### config.mk
export PLATFORM = sky130hd
export DESIGN_NAME = uart_tx_arbiter
export DESIGN_NICKNAME = d
export VERILOG_FILES = /design/src/rtl/uart_tx_arbiter.sv
export SDC_FILE = /design/constraint.sdc
export NUM_CORES = 1
export LEC_CHECK = 0
export CORE_MARGIN = 4
export CORE_UTILIZATION = 44
export CTS_CLUSTER_DIAMETER = 30
export CTS_CLUSTER_SIZE = 16
export DETAILED_ROUTE_END_ITERATION = 12
export PLACE_DENSITY = 0.8
export SYNTH_ARGS = -nofsm -noshare
export SYNTH_HDL_FRONTEND = slang
export SYNTH_SLANG_ARGS = --single-unit
export TNS_END_PERCENT = 100
### constraint.sdc
create_clock -name clock_50M -period 2.6 [get_ports clock_50M]
set_input_delay 0.52 -clock clock_50M [delete_from_list [all_inputs] [get_ports clock_50M]]
set_output_delay 0.52 -clock clock_50M [all_outputs]
set_load 0.05 [all_outputs]
### src/rtl/uart_tx_arbiter.sv
// Round-robin arbiter sharing one uart_tx between four byte sources.
// One byte per grant; tracks uart_ready low/high around each byte.
module uart_tx_arbiter #(
   parameter logic [4:0] TIMEOUT = 5'd16
) (
   input  logic        clock_50M,
   input  logic        n_rst,
   input  logic [3:0]  req,
   input  logic [31:0] req_data,
   output logic [3:0]  ack,
   input  logic        uart_ready,
   output logic        uart_start,
   output logic [7:0]  uart_data,
   output logic        busy,
   output logic [1:0]  last_grant,
   output logic        err_timeout
);

   typedef enum logic [1:0] {
      IDLE,
      START,
      WAIT_LOW,
      WAIT_HIGH
   } state_t;

   state_t      state, state_n;
   logic [1:0]  ptr, ptr_n;
   logic [4:0]  cnt, cnt_n;
   logic [7:0]  data_n;
   logic [1:0]  grant_n;
   logic [3:0]  ack_n;
   logic        start_n;
   logic        err_n;
   logic        found;
   logic [1:0]  sel;
   logic [1:0]  idx;

   always_ff @(posedge clock_50M or negedge n_rst) begin
      if (!n_rst) begin
         state       <= IDLE;
         ptr         <= 2'd0;
         cnt         <= 5'd0;
         uart_data   <= 8'd0;
         last_grant  <= 2'd0;
         ack         <= 4'd0;
         uart_start  <= 1'b0;
         err_timeout <= 1'b0;
      end else begin
         state       <= state_n;
         ptr         <= ptr_n;
         cnt         <= cnt_n;
         uart_data   <= data_n;
         last_grant  <= grant_n;
         ack         <= ack_n;
         uart_start  <= start_n;
         err_timeout <= err_n;
      end
   end

   // First requester at or after ptr, wrapping modulo 4
   always_comb begin
      found = 1'b0;
      sel   = ptr;
      idx   = ptr;
      for (int k = 0; k < 4; k++) begin
         idx = ptr + 2'(k);
         if (!found && req[idx]) begin
            found = 1'b1;
            sel   = idx;
         end
      end
   end

   always_comb begin
      state_n = state;
      ptr_n   = ptr;
      cnt_n   = cnt;
      data_n  = uart_data;
      grant_n = last_grant;
      ack_n   = 4'd0;
      start_n = 1'b0;
      err_n   = 1'b0;
      unique case (state)
         IDLE: begin
            if (uart_ready && found) begin
               data_n      = req_data[{sel, 3'b000} +: 8];
               start_n     = 1'b1;
               ack_n[sel]  = 1'b1;
               grant_n     = sel;
               ptr_n       = sel + 2'd1;
               state_n     = START;
            end
         end
         START: begin
            cnt_n   = 5'd0;
            state_n = WAIT_LOW;
         end
         WAIT_LOW: begin
            if (!uart_ready) begin
               state_n = WAIT_HIGH;
            end else if (cnt == TIMEOUT - 5'd1) begin
               err_n   = 1'b1;
               state_n = IDLE;
            end else begin
               cnt_n = cnt + 5'd1;
            end
         end
         WAIT_HIGH: begin
            if (uart_ready) state_n = IDLE;
         end
         default: state_n = IDLE;
      endcase
   end

   assign busy = (state != IDLE);

endmodule

==> results of run 1 <==
[worst max-delay path by stage]
stage | slack (ns) | to | from | depth (start not counted)
2_1_floorplan | 0.59 | uart_data[0] | req[0] | 8
3_3_place_gp | 0.26 | uart_data[7] | req[3] | 6
3_5_place_dp | 0.20 | uart_data[7] | req[3] | 6
4_1_cts | 0.14 | busy | state[0] | 2
5_1_grt | 0.07 | busy | state[0] | 2
6_report | 0.12 | busy | state[0] | 2
[power groups by stage]
| stage | logic, W | registers (W) | clock network (W) |
|---|---|---|---|
| 2_1_floorplan | 0.000538 | 0.000924 | 0 |
| 4_1_cts | 0.00114 | 0.000649 | 0.000176 |
| 3_5_place_dp | 0.00114 | 0.000657 | 0 |
| 6_report | 0.00113 | 0.000652 | 0.000173 |
| 3_3_place_gp | 0.00110 | 0.000648 | 0 |
| 5_1_grt | 0.00122 | 0.000672 | 0.000192 |
[placed cells by master, fill, tap and decap left out, types with 2 or more instances in the layout]
master / count
a211oi_1: 6
a211oi_2: 11
a21oi_1: 7
and3_1: 2
buf_4: 6
clkbuf_4: 3
clkdlybuf4s50_1: 55
dfrtp_1: 25
ha_1: 2
inv_1: 3
mux2_2: 2
mux2i_1: 8
nand2_1: 6
nand2b_1: 2
nor2_1: 16
nor2b_1: 5
nor3_1: 3
nor4b_1: 8
o21a_1: 2
o21ai_0: 9
or2b_1: 2
[area by class of cell]
| cell class | instances | area (µm²) |
|---|---|---|
| repair buffers | 61 | 595.6 |
| flip-flops and latches | 25 | 625.6 |
| inverters | 3 | 11.26 |
| multi-input cells | 106 | 772.0 |
| clock buffers | 4 | 26.28 |
| fillers | 247 | 1042 |
| well taps | 44 | 55.05 |
[worst max-delay path, stage by stage (launching register included)]
cell and delay [ns]:
dfrtp_1 0.55, or2_2 0.37, clkdlybuf4s50_1 0.72
[per-layer routing]
metal	up-vias	global-route usage [%]	part of all wire [%]	wire, µm
li1	632	-	-	-
met1	659	23.69	44	1714
met2	32	34.29	52	2058
met3	6	2.381	2.7	106
met4	0	6.218	1.5	59
met5	-	0	0	0
[logic make-up (layout without fill, tap and decap cells)]
| family | count (synthesis) | count (layout) | share of synthesized area [%] |
|---|---|---|---|
| AOI/OAI and AO/OA | 38 | 38 | 21.09 |
| adders and majority gates | 2 | 2 | 1.700 |
| muxes | 10 | 10 | 6.973 |
| DFF | 25 | 25 | 42.52 |
| buffers and inverters | 10 | 68 | 5.357 |
| and+or+nand+nor | 55 | 55 | 21.77 |
| xor gates and xnor gates | 1 | 1 | 0.5953 |
[state kept, by name (all words and copies together), names as in the netlist]
signal       count
ptr              2
uart_data        8
cnt              5
ack              4
err_timeout      1
state            2
last_grant       2
uart_start       1
[per-stage QoR]
| step | instance area, µm² | worst slack (ns) | hold WS [ns] |
|---|---|---|---|
| CTS | 2086 | 0.1388 | 0.5180 |
| floorplan | 1471 | 0.5945 | 0.2244 |
| global route | 2086 | 0.06928 | 0.5447 |
| finish | 2086 | 0.1228 | 0.5081 |
| global placement | 2059 | 0.2608 | 0.4889 |
| detailed placement | 2059 | 0.1972 | 0.5015 |
[cell usage after synthesis, types with 2 or more instances]
cell	n
mux2_2	2
clkbuf_1	2
ha_1	2
o21ai_0	9
a21oi_1	7
nor4b_1	8
and3_1	2
or2b_1	2
nand2b_1	2
a211oi_2	11
o21a_1	2
dfrtp_1	25
inv_1	3
mux2i_1	8
nor2b_1	5
nand2_1	6
nor2_1	16
a211oi_1	6
buf_12	2
nor3_1	4
==> results by group, run 1 <==
CTS
  • CTS buffer count: 3
  • Worst-path clk slew: 0.13 ns
  • CTS tree: done
  • CTS sink count: 25
  • Clock tree buffer depth: 2
  • Postcts setup bufs: 0
  • Cts repair resizes: 0
  • Worst skew pair latency: approximately 0.31 ns
  • Clock root cell: clkbuf_4
  • H-Tree Level Count: 1
  • # hold bufs at CTS: 0

Drt
  • Antenna Nets Post-Route: 0
  • DR iter-0 viols: 27
  • Drt first pass iters: 4
  • Post-route DRC: 0
  • Routed via count: 1,329
  • DRT Wirelength: 3938 µm
  • Vias per std cell: between 5 and 6
  • Wirelength per Cell: between 15 and 20 µm

Placed design
  • Routability-driven placement congestion ratio: 0.7716
  • Hpwl dp: 3083 µm
  • IO Port Bufs: 55
  • Placed cells: 239

Die
  • Die area: 4334 µm²
  • Row count: 20
  • Die Y: 65.83 µm
  • CORE AREA: between 3000 and 4000 µm²
  • Initial Utilization: 47.04%
  • I/O pin cnt: 56
  • Horiz. Die Dim: 65.83 µm

Setup path
  • CP Class: flip-flop to output pin
  • CP endpoint kind: output pin
  • Worst Path Required: between 2 and 2.5 ns
  • Worst R2R Setup Slack: a little over 0.6 ns
  • CP arrival: 1.96 ns
  • Critical path peak fanout: 14
  • R2r worst-path depth: 8
  • Crit start category: flip-flop
  • FF-to-FF Start: cnt[0]
  • Reg-to-Reg End: cnt[3]

Yosys
  • Post-synth EDFFs: 0
  • Share of synthesized registers carrying an async set or reset: 100.0%
  • Post-Synthesis Net Count: 182
  • Mapped Area: between 1000 and 1500 µm²
  • Syn_area_per_cell: 10.44 µm²
  • Cells after synthesis: around 140
  • Top_reg_cell synth: dfrtp_1
  • Post-synthesis sequential area ratio: 42.52%
  • FF+latch count, synth: 25
  • Syn. warnings: 0
  • Post-synth top area share: 42.52%
  • Distinct cell type count of the synthesized netlist: 37
  • Dominant cell type by area after synthesis: dfrtp_1
  • Area contributors post-synth: dfrtp_1, a211oi_2, mux2i_1, nor4b_1, nor2_1

Global routing
  • Overall Global Routing Usage: 19.19%
  • Total gr overflow: 0
  • Vias in the first global route: 1,434
  • Initial antenna violation count: 0
  • Largest net degree at the start of global routing: 20
  • First-pass GRT wire length: ~6500 µm

Worst hold path
  • Hold Crit Class: input port to async pin

Final layout
  • Layout cell share with drive strength beyond 1: 14.07%
  • Ant diodes: 0
  • Final core occ: 66.68%
  • Cell Count, Final, Fillers Out: 243
  • Synth-to-Final Area Change: 41.75%
  • Fin nets: 241

STA
  • RSZ-0062 raised after global routing: false
  • Final Critical Period: 2.477 ns
  • Max Slew Vio Count: 0
  • Worst-Margin Slew: 0.5137 ns
  • Fin. Hold Viols: 0
  • Relative slew slack: roughly 66%
  • F_max: 403.7 MHz
  • Endpoints failing setup: 0
  • Final period util: ~95%
  • Skew final: between 0.0008 and 0.0009 ns
  • Total negative slack: 0 ns

Power and ir drop
  • Leak: 0.8226 nW
  • Net Sw Frac: a little under half
  • Total power draw: 0.001959 W
  • Peak supply drop: 444.6 µV
  • Psw: 0.0009321 W
  • Clk pwr share: 8.8%
  • Cell Pwr Density: 939.1 nW/µm²
  • P_int: 0.001027 W
  • Gate power share: between 50% and 60%
  • Sequential Power Share: 33.3%

Status
  • Status: completed

Flow run
  • Max_cap viols: 0
Note: power is estimated with default switching activity, not from simulation.
==> run 2, diff against run 1 <==
CORE_MARGIN = 3   (was 4)
MAX_ROUTING_LAYER = met4   (was default)
==> results by group, run 2 (synthesized netlist as in run 1, its figures left out) <==
Die
  • Row count: 20 (unchanged)
  • Die Y: 63.83 µm (-3.0%)
  • CORE AREA: 3128 µm² (unchanged)
  • Horiz. Die Dim: 63.83 µm (-3.0%)
  • I/O pin cnt: 56 (unchanged)
  • Initial Utilization: 47.04% (unchanged)
  • Die area: 4074 µm² (-6.0%)

STA
  • Endpoints failing setup: 0 (unchanged)
  • Max Slew Vio Count: 0 (unchanged)
  • Fin. Hold Viols: 0 (unchanged)
  • Final Critical Period: 2.468 ns (-0.009257 ns)
  • F_max: 405.2 MHz (+0.38%)
  • Final period util: 94.92% (-0.36 points)
  • Total negative slack: 0 ns (unchanged)
  • Relative slew slack: 64.77% (-0.88 points)
  • Skew final: 0.002429 ns (+0.001573 ns)
  • RSZ-0062 raised after global routing: false
  • Worst-Margin Slew: 0.5268 ns (+0.01316 ns)

Placed design
  • Hpwl dp: 2831 µm (-8.2%)
  • IO Port Bufs: 55 (unchanged)
  • Routability-driven placement congestion ratio: 0.8454 (+9.6%)
  • Placed cells: 240 (+0.42%)

CTS
  • Clock root cell: clkbuf_4
  • Clock tree buffer depth: 2 (unchanged)
  • Postcts setup bufs: 0 (unchanged)
  • # hold bufs at CTS: 0 (unchanged)
  • Worst skew pair latency: 0.31 ns (about the same)
  • CTS tree: done
  • Worst-path clk slew: 0.13 ns (about the same)
  • H-Tree Level Count: 1 (unchanged)
  • CTS buffer count: 3 (unchanged)
  • CTS sink count: 25 (unchanged)
  • Cts repair resizes: 0 (unchanged)

Final layout
  • Most common cell after layout, fill and taps aside: clkdlybuf4s50_1
  • Reg with most FFs: uart_data
  • Commonest non-fill, non-tap cells in the layout: clkdlybuf4s50_1, dfrtp_1, nor2_1, a211oi_2, o21ai_0
  • Fin nets: 242 (+0.41%)
  • Layout cell share with drive strength beyond 1: 14.50% (+0.43 points)
  • Cell Count, Final, Fillers Out: 244 (+0.41%)
  • Synth-to-Final Area Change: 42.26%
  • Top flop regs: uart_data x8, cnt x5, ack x4
  • Ant diodes: 0 (unchanged)
  • # fillers: 259 (+4.9%)
  • Max reg flops: 8 (unchanged)

Drt
  • Antenna Nets Post-Route: 0 (unchanged)
  • Drt first pass iters: 4 (unchanged)
  • Wirelength per Cell: 15.27 µm (-5.8%)
  • Vias per std cell: 5.377 (-1.7%)
  • Post-route DRC: 0 (unchanged)
  • Routed via count: 1,312 (-1.3%)
  • DRT Wirelength: 3725 µm (-5.4%)
  • DR iter-0 viols: 92 (+240%)

Worst hold path
  • Worst Hold Depth: 1
  • WHS Endpoint: last_grant[0]
  • Hold Crit Class: flip-flop to flip-flop
  • Hold Path Origin: last_grant[0]

Global routing
  • Largest net degree at the start of global routing: 26 (+30%)
  • First-pass GRT wire length: 6292 µm (-3.4%)
  • Overall Global Routing Usage: 19.76% (+0.58 points)
  • Vias in the first global route: 1,313 (-8.4%)
  • Total gr overflow: 0 (unchanged)
  • Initial antenna violation count: 0 (unchanged)

Setup path
  • FF-to-FF Start: cnt[0]
  • Critical path peak fanout: 14 (unchanged)
  • CP Class: flip-flop to output pin
  • CP endpoint kind: output pin
  • Crit-path leading delay family: buffers and inverters
  • R2r worst-path depth: 8 (unchanged)
  • Crit start category: flip-flop
  • Critical Path Start: state[0]
  • Reg-to-Reg End: cnt[3]
  • Worst R2R Setup Slack: 0.61 ns (about the same)
  • Buf/Inv on CP: 1 (unchanged)
  • Max stage delay on crit path: 0.71 ns (about the same)
  • CP cell instances: or2_2, clkdlybuf4s50_1
  • Worst Path Required: 2.08 ns (about the same)
  • CP arrival: 1.95 ns (about the same)
  • Crit path max-delay cell type: clkdlybuf4s50_1

Power and ir drop
  • Leak: 0.8280 nW (+0.65%)
  • Cell Pwr Density: 934.3 nW/µm² (-0.51%)
  • Peak supply drop: 462.1 µV (+3.9%)

Status
  • Status: completed

Flow run
  • Max_cap viols: 0 (unchanged)
run 2: cell count changes in the layout (fill, tap and decap cells not counted):
cell / before / now
buf_4: 6 / 7
run 2: where the power goes:
group	internal (W)	switching (W)
Combinational	0.000444	0.000686
Sequential	0.000524	0.000128
Clock	0.0000599	0.000113
Total	0.00103	0.000927
run 2: through the flow:
step	setup WS (ns)	total power, W	util (%)	hold WS, ns	cell area [µm²]
floorplan	0.5945	0.001462	-	0.2244	1471
global placement	0.2656	0.001754	66.08	0.4855	2067
detailed placement	0.1924	0.001786	66.08	0.4992	2067
CTS	0.1152	0.001968	66.92	0.5361	2093
global route	0.07262	0.002081	66.92	0.5556	2093
finish	0.1320	0.001956	66.92	0.5289	2093
run 2: final cells by class:
cell class	count	area, µm²	area share [%]
Clock buffer	4	26.28	1.255
Tap cell	44	55.05	2.630
Inverter	3	11.26	0.5380
Multi-Input combinational cell	106	772.0	36.88
Timing Repair Buffer	62	603.1	28.81
Sequential cell	25	625.6	29.89
run 2: routing by layer:
layer | up-vias | wire, µm | global-route usage (%) | part of all wire, %
met5 | - | 0 | - | 0
met4 | 0 | 50 | 6.739 | 1.3
met3 | 4 | 128 | 2.109 | 3.4
met2 | 38 | 1861 | 31.48 | 50
met1 | 632 | 1685 | 26.19 | 45
li1 | 638 | - | - | -
run 2: worst max path at each step:
| stage | end | slack (ns) | depth (start not counted) |
|---|---|---|---|
| after floorplan | uart_data[0] | 0.59 | 8 |
| after global placement | uart_data[4] | 0.27 | 6 |
| after detailed placement | uart_data[0] | 0.19 | 6 |
| after CTS | busy | 0.12 | 2 |
| after global routing | busy | 0.07 | 2 |
| final | busy | 0.13 | 2 |
==> run 3, diff against run 2 <==
--- a/config.mk
+++ b/config.mk
@@ -7,2 +7,3 @@
 export LEC_CHECK = 0
+export CORE_ASPECT_RATIO = 1.4
 export CORE_MARGIN = 3
@@ -12,2 +13,3 @@
 export DETAILED_ROUTE_END_ITERATION = 12
+export GPL_ROUTABILITY_DRIVEN = 0
 export MAX_ROUTING_LAYER = met4
==> constraint.sdc (replaced) <==
create_clock -name clock_50M -period 2.6 [get_ports clock_50M]
set_input_delay 0.39 -clock clock_50M [delete_from_list [all_inputs] [get_ports clock_50M]]
set_output_delay 0.39 -clock clock_50M [all_outputs]
set_load 0.05 [all_outputs]
==> results by group, run 3 (synthesized netlist as in run 1, its figures left out) <==
Status
  • Status: completed

Global routing
  • Total gr overflow: 0 (unchanged)
  • Overall Global Routing Usage: 20.89% (+1.1 points)
  • Vias in the first global route: 1,370 (+4.3%)
  • Initial antenna violation count: 0 (unchanged)
  • First-pass GRT wire length: 5996 µm (-4.7%)
  • Largest net degree at the start of global routing: 26 (unchanged)

Setup path
  • Crit-path leading delay family: buffers and inverters
  • Max stage delay on crit path: 0.71 ns (about the same)
  • Critical path peak fanout: 14 (unchanged)
  • CP cell instances: or2_2, clkdlybuf4s50_1
  • Buf/Inv on CP: 1 (unchanged)
  • Reg-to-Reg End: cnt[3]
  • CP arrival: 1.85 ns (-0.10 ns)
  • Crit start category: flip-flop
  • Crit path max-delay cell type: clkdlybuf4s50_1
  • Worst Path Required: 2.21 ns (+0.13 ns)
  • Worst R2R Setup Slack: 0.69 ns (+0.08 ns)
  • CP Class: flip-flop to output pin
  • CP endpoint kind: output pin
  • R2r worst-path depth: 8 (unchanged)
  • FF-to-FF Start: cnt[0]

Power and ir drop
  • Cell Pwr Density: 961.2 nW/µm² (+2.9%)
  • Clk pwr share: 11.2% (+2.4 points)
  • Sequential Power Share: 32.3% (-1.1 points)
  • P_int: 0.001080 W (+5.0%)
  • Total power draw: 0.002024 W (+3.5%)
  • Gate power share: 56.4% (-1.4 points)
  • Peak supply drop: 715.1 µV (+55%)
  • Psw: 0.0009444 W (+1.8%)
  • Net Sw Frac: 46.66% (-0.75 points)
  • Leak: 0.8357 nW (+0.94%)

STA
  • Setup slack after layout: 0.3631 ns (+0.2311 ns)
  • Worst-Margin Slew: 0.5430 ns (+0.01615 ns)
  • Endpoints failing setup: 0 (unchanged)
  • Final period util: 86.03% (-8.9 points)
  • Skew final: 0.003916 ns (+0.001487 ns)
  • Fin. Hold Viols: 0 (unchanged)
  • Total negative slack: 0 ns (unchanged)
  • Final Critical Period: 2.237 ns (-0.2311 ns)
  • Max Slew Vio Count: 0 (unchanged)
  • F_max: 447.0 MHz (+10%)
  • RSZ-0062 raised after global routing: false
  • Relative slew slack: 63.69% (-1.1 points)

CTS
  • # hold bufs at CTS: 0 (unchanged)
  • Clock root cell: clkbuf_8
  • Cts repair resizes: 0 (unchanged)
  • Worst skew pair latency: 0.27 ns (-0.04 ns)
  • Clock tree buffer depth: 2 (unchanged)
  • Worst-path clk slew: 0.08 ns (-0.05 ns)
  • CTS sink count: 25 (unchanged)
  • CTS buffer count: 3 (unchanged)
  • Postcts setup bufs: 0 (unchanged)
  • H-Tree Level Count: 1 (unchanged)
  • CTS tree: done

Flow run
  • Max_cap viols: 0 (unchanged)

Die
  • Die area: 4084 µm² (+0.23%)
  • Horiz. Die Dim: 54.88 µm (-14%)
  • Initial Utilization: 46.67% (-0.37 points)
  • I/O pin cnt: 56 (unchanged)
  • Die Y: 74.42 µm (+17%)
  • Row count: 24 (+20%)
  • CORE AREA: 3153 µm² (+0.80%)

Final layout
  • Ant diodes: 0 (unchanged)
  • Synth-to-Final Area Change: 43.11%
  • Fin nets: 242 (unchanged)
  • Commonest non-fill, non-tap cells in the layout: clkdlybuf4s50_1, dfrtp_1, nor2_1, a211oi_2, o21ai_0
  • Most common cell after layout, fill and taps aside: clkdlybuf4s50_1
  • Max reg flops: 8 (unchanged)
  • Reg with most FFs: uart_data
  • Top flop regs: uart_data x8, cnt x5, ack x4
  • Layout cell share with drive strength beyond 1: 14.50% (unchanged)

Drt
  • Post-route DRC: 0 (unchanged)
  • DRT Wirelength: 3728 µm (about the same)
  • Antenna Nets Post-Route: 0 (unchanged)
  • DR iter-0 viols: 24 (-74%)
  • Routed via count: 1,335 (+1.8%)
  • Vias per std cell: 5.586 (+3.9%)
  • Drt first pass iters: 4 (unchanged)
  • Wirelength per Cell: 15.60 µm (+2.2%)

Placed design
  • Hpwl dp: 2909 µm (+2.7%)
  • Dpl ws: 0.2740 ns (+0.08157 ns)
  • IO Port Bufs: 55 (unchanged)

Worst hold path
  • Hold Crit Class: input port to async pin
-- run 3: area by class of cell --
type | count | area, µm²
repair buffers | 62 | 603.1
inverters | 3 | 11.26
fillers | 243 | 1047
multi-input cells | 106 | 772.0
clock buffers | 4 | 45.04
well taps | 39 | 48.80
flip-flops and latches | 25 | 625.6
-- run 3: power groups by stage --
stage | Sequential, W | Combinational (W) | Clock [W]
2_1_floorplan | 0.000924 | 0.000538 | 0
4_1_cts | 0.000652 | 0.00115 | 0.000231
5_1_grt | 0.000673 | 0.00122 | 0.000247
3_5_place_dp | 0.000658 | 0.00115 | 0
6_report | 0.000654 | 0.00114 | 0.000228
3_3_place_gp | 0.000649 | 0.00111 | 0
-- run 3: worst register-to-register path, cell delays in order, from the launching register on --
cell	delay (ns)
dfrtp_1	0.43
ha_1	0.23
and3_1	0.18
ha_1	0.20
nor2b_1	0.25
nand4_1	0.17
nor3_1	0.16
a21oi_1	0.05
o21ai_0	0.16
-- run 3: worst max-delay path by stage --
stage / from / to / slack (ns) / cells after the start
after floorplan: req[0] / uart_data[0] / 0.72 / 8
after global placement: req[3] / uart_data[5] / 0.40 / 6
after global routing: state[0] / busy / 0.29 / 2
after CTS: state[0] / busy / 0.35 / 2
after detailed placement: req[2] / uart_data[5] / 0.27 / 6
final: state[0] / busy / 0.36 / 2
-- run 3: metal layers --
metal / routed length (µm) / vias up / GRT usage [%]
met5: 0 / - / -
met4: 106 / 0 / 8.864
met3: 210 / 11 / 3.607
met2: 1881 / 55 / 34.21
met1: 1529 / 626 / 24.52
li1: - / 643 / -
-- run 3: metrics by stage --
step	cell area [µm²]	instances	util (%)	hold slack, ns
after CTS	2106	239	66.79	0.4875
after floorplan	1471	141	-	0.09441
after detailed placement	2061	235	65.36	0.4983
after global placement	2061	235	65.36	0.4914
after global routing	2106	239	66.79	0.5065
final	2106	239	66.79	0.4727
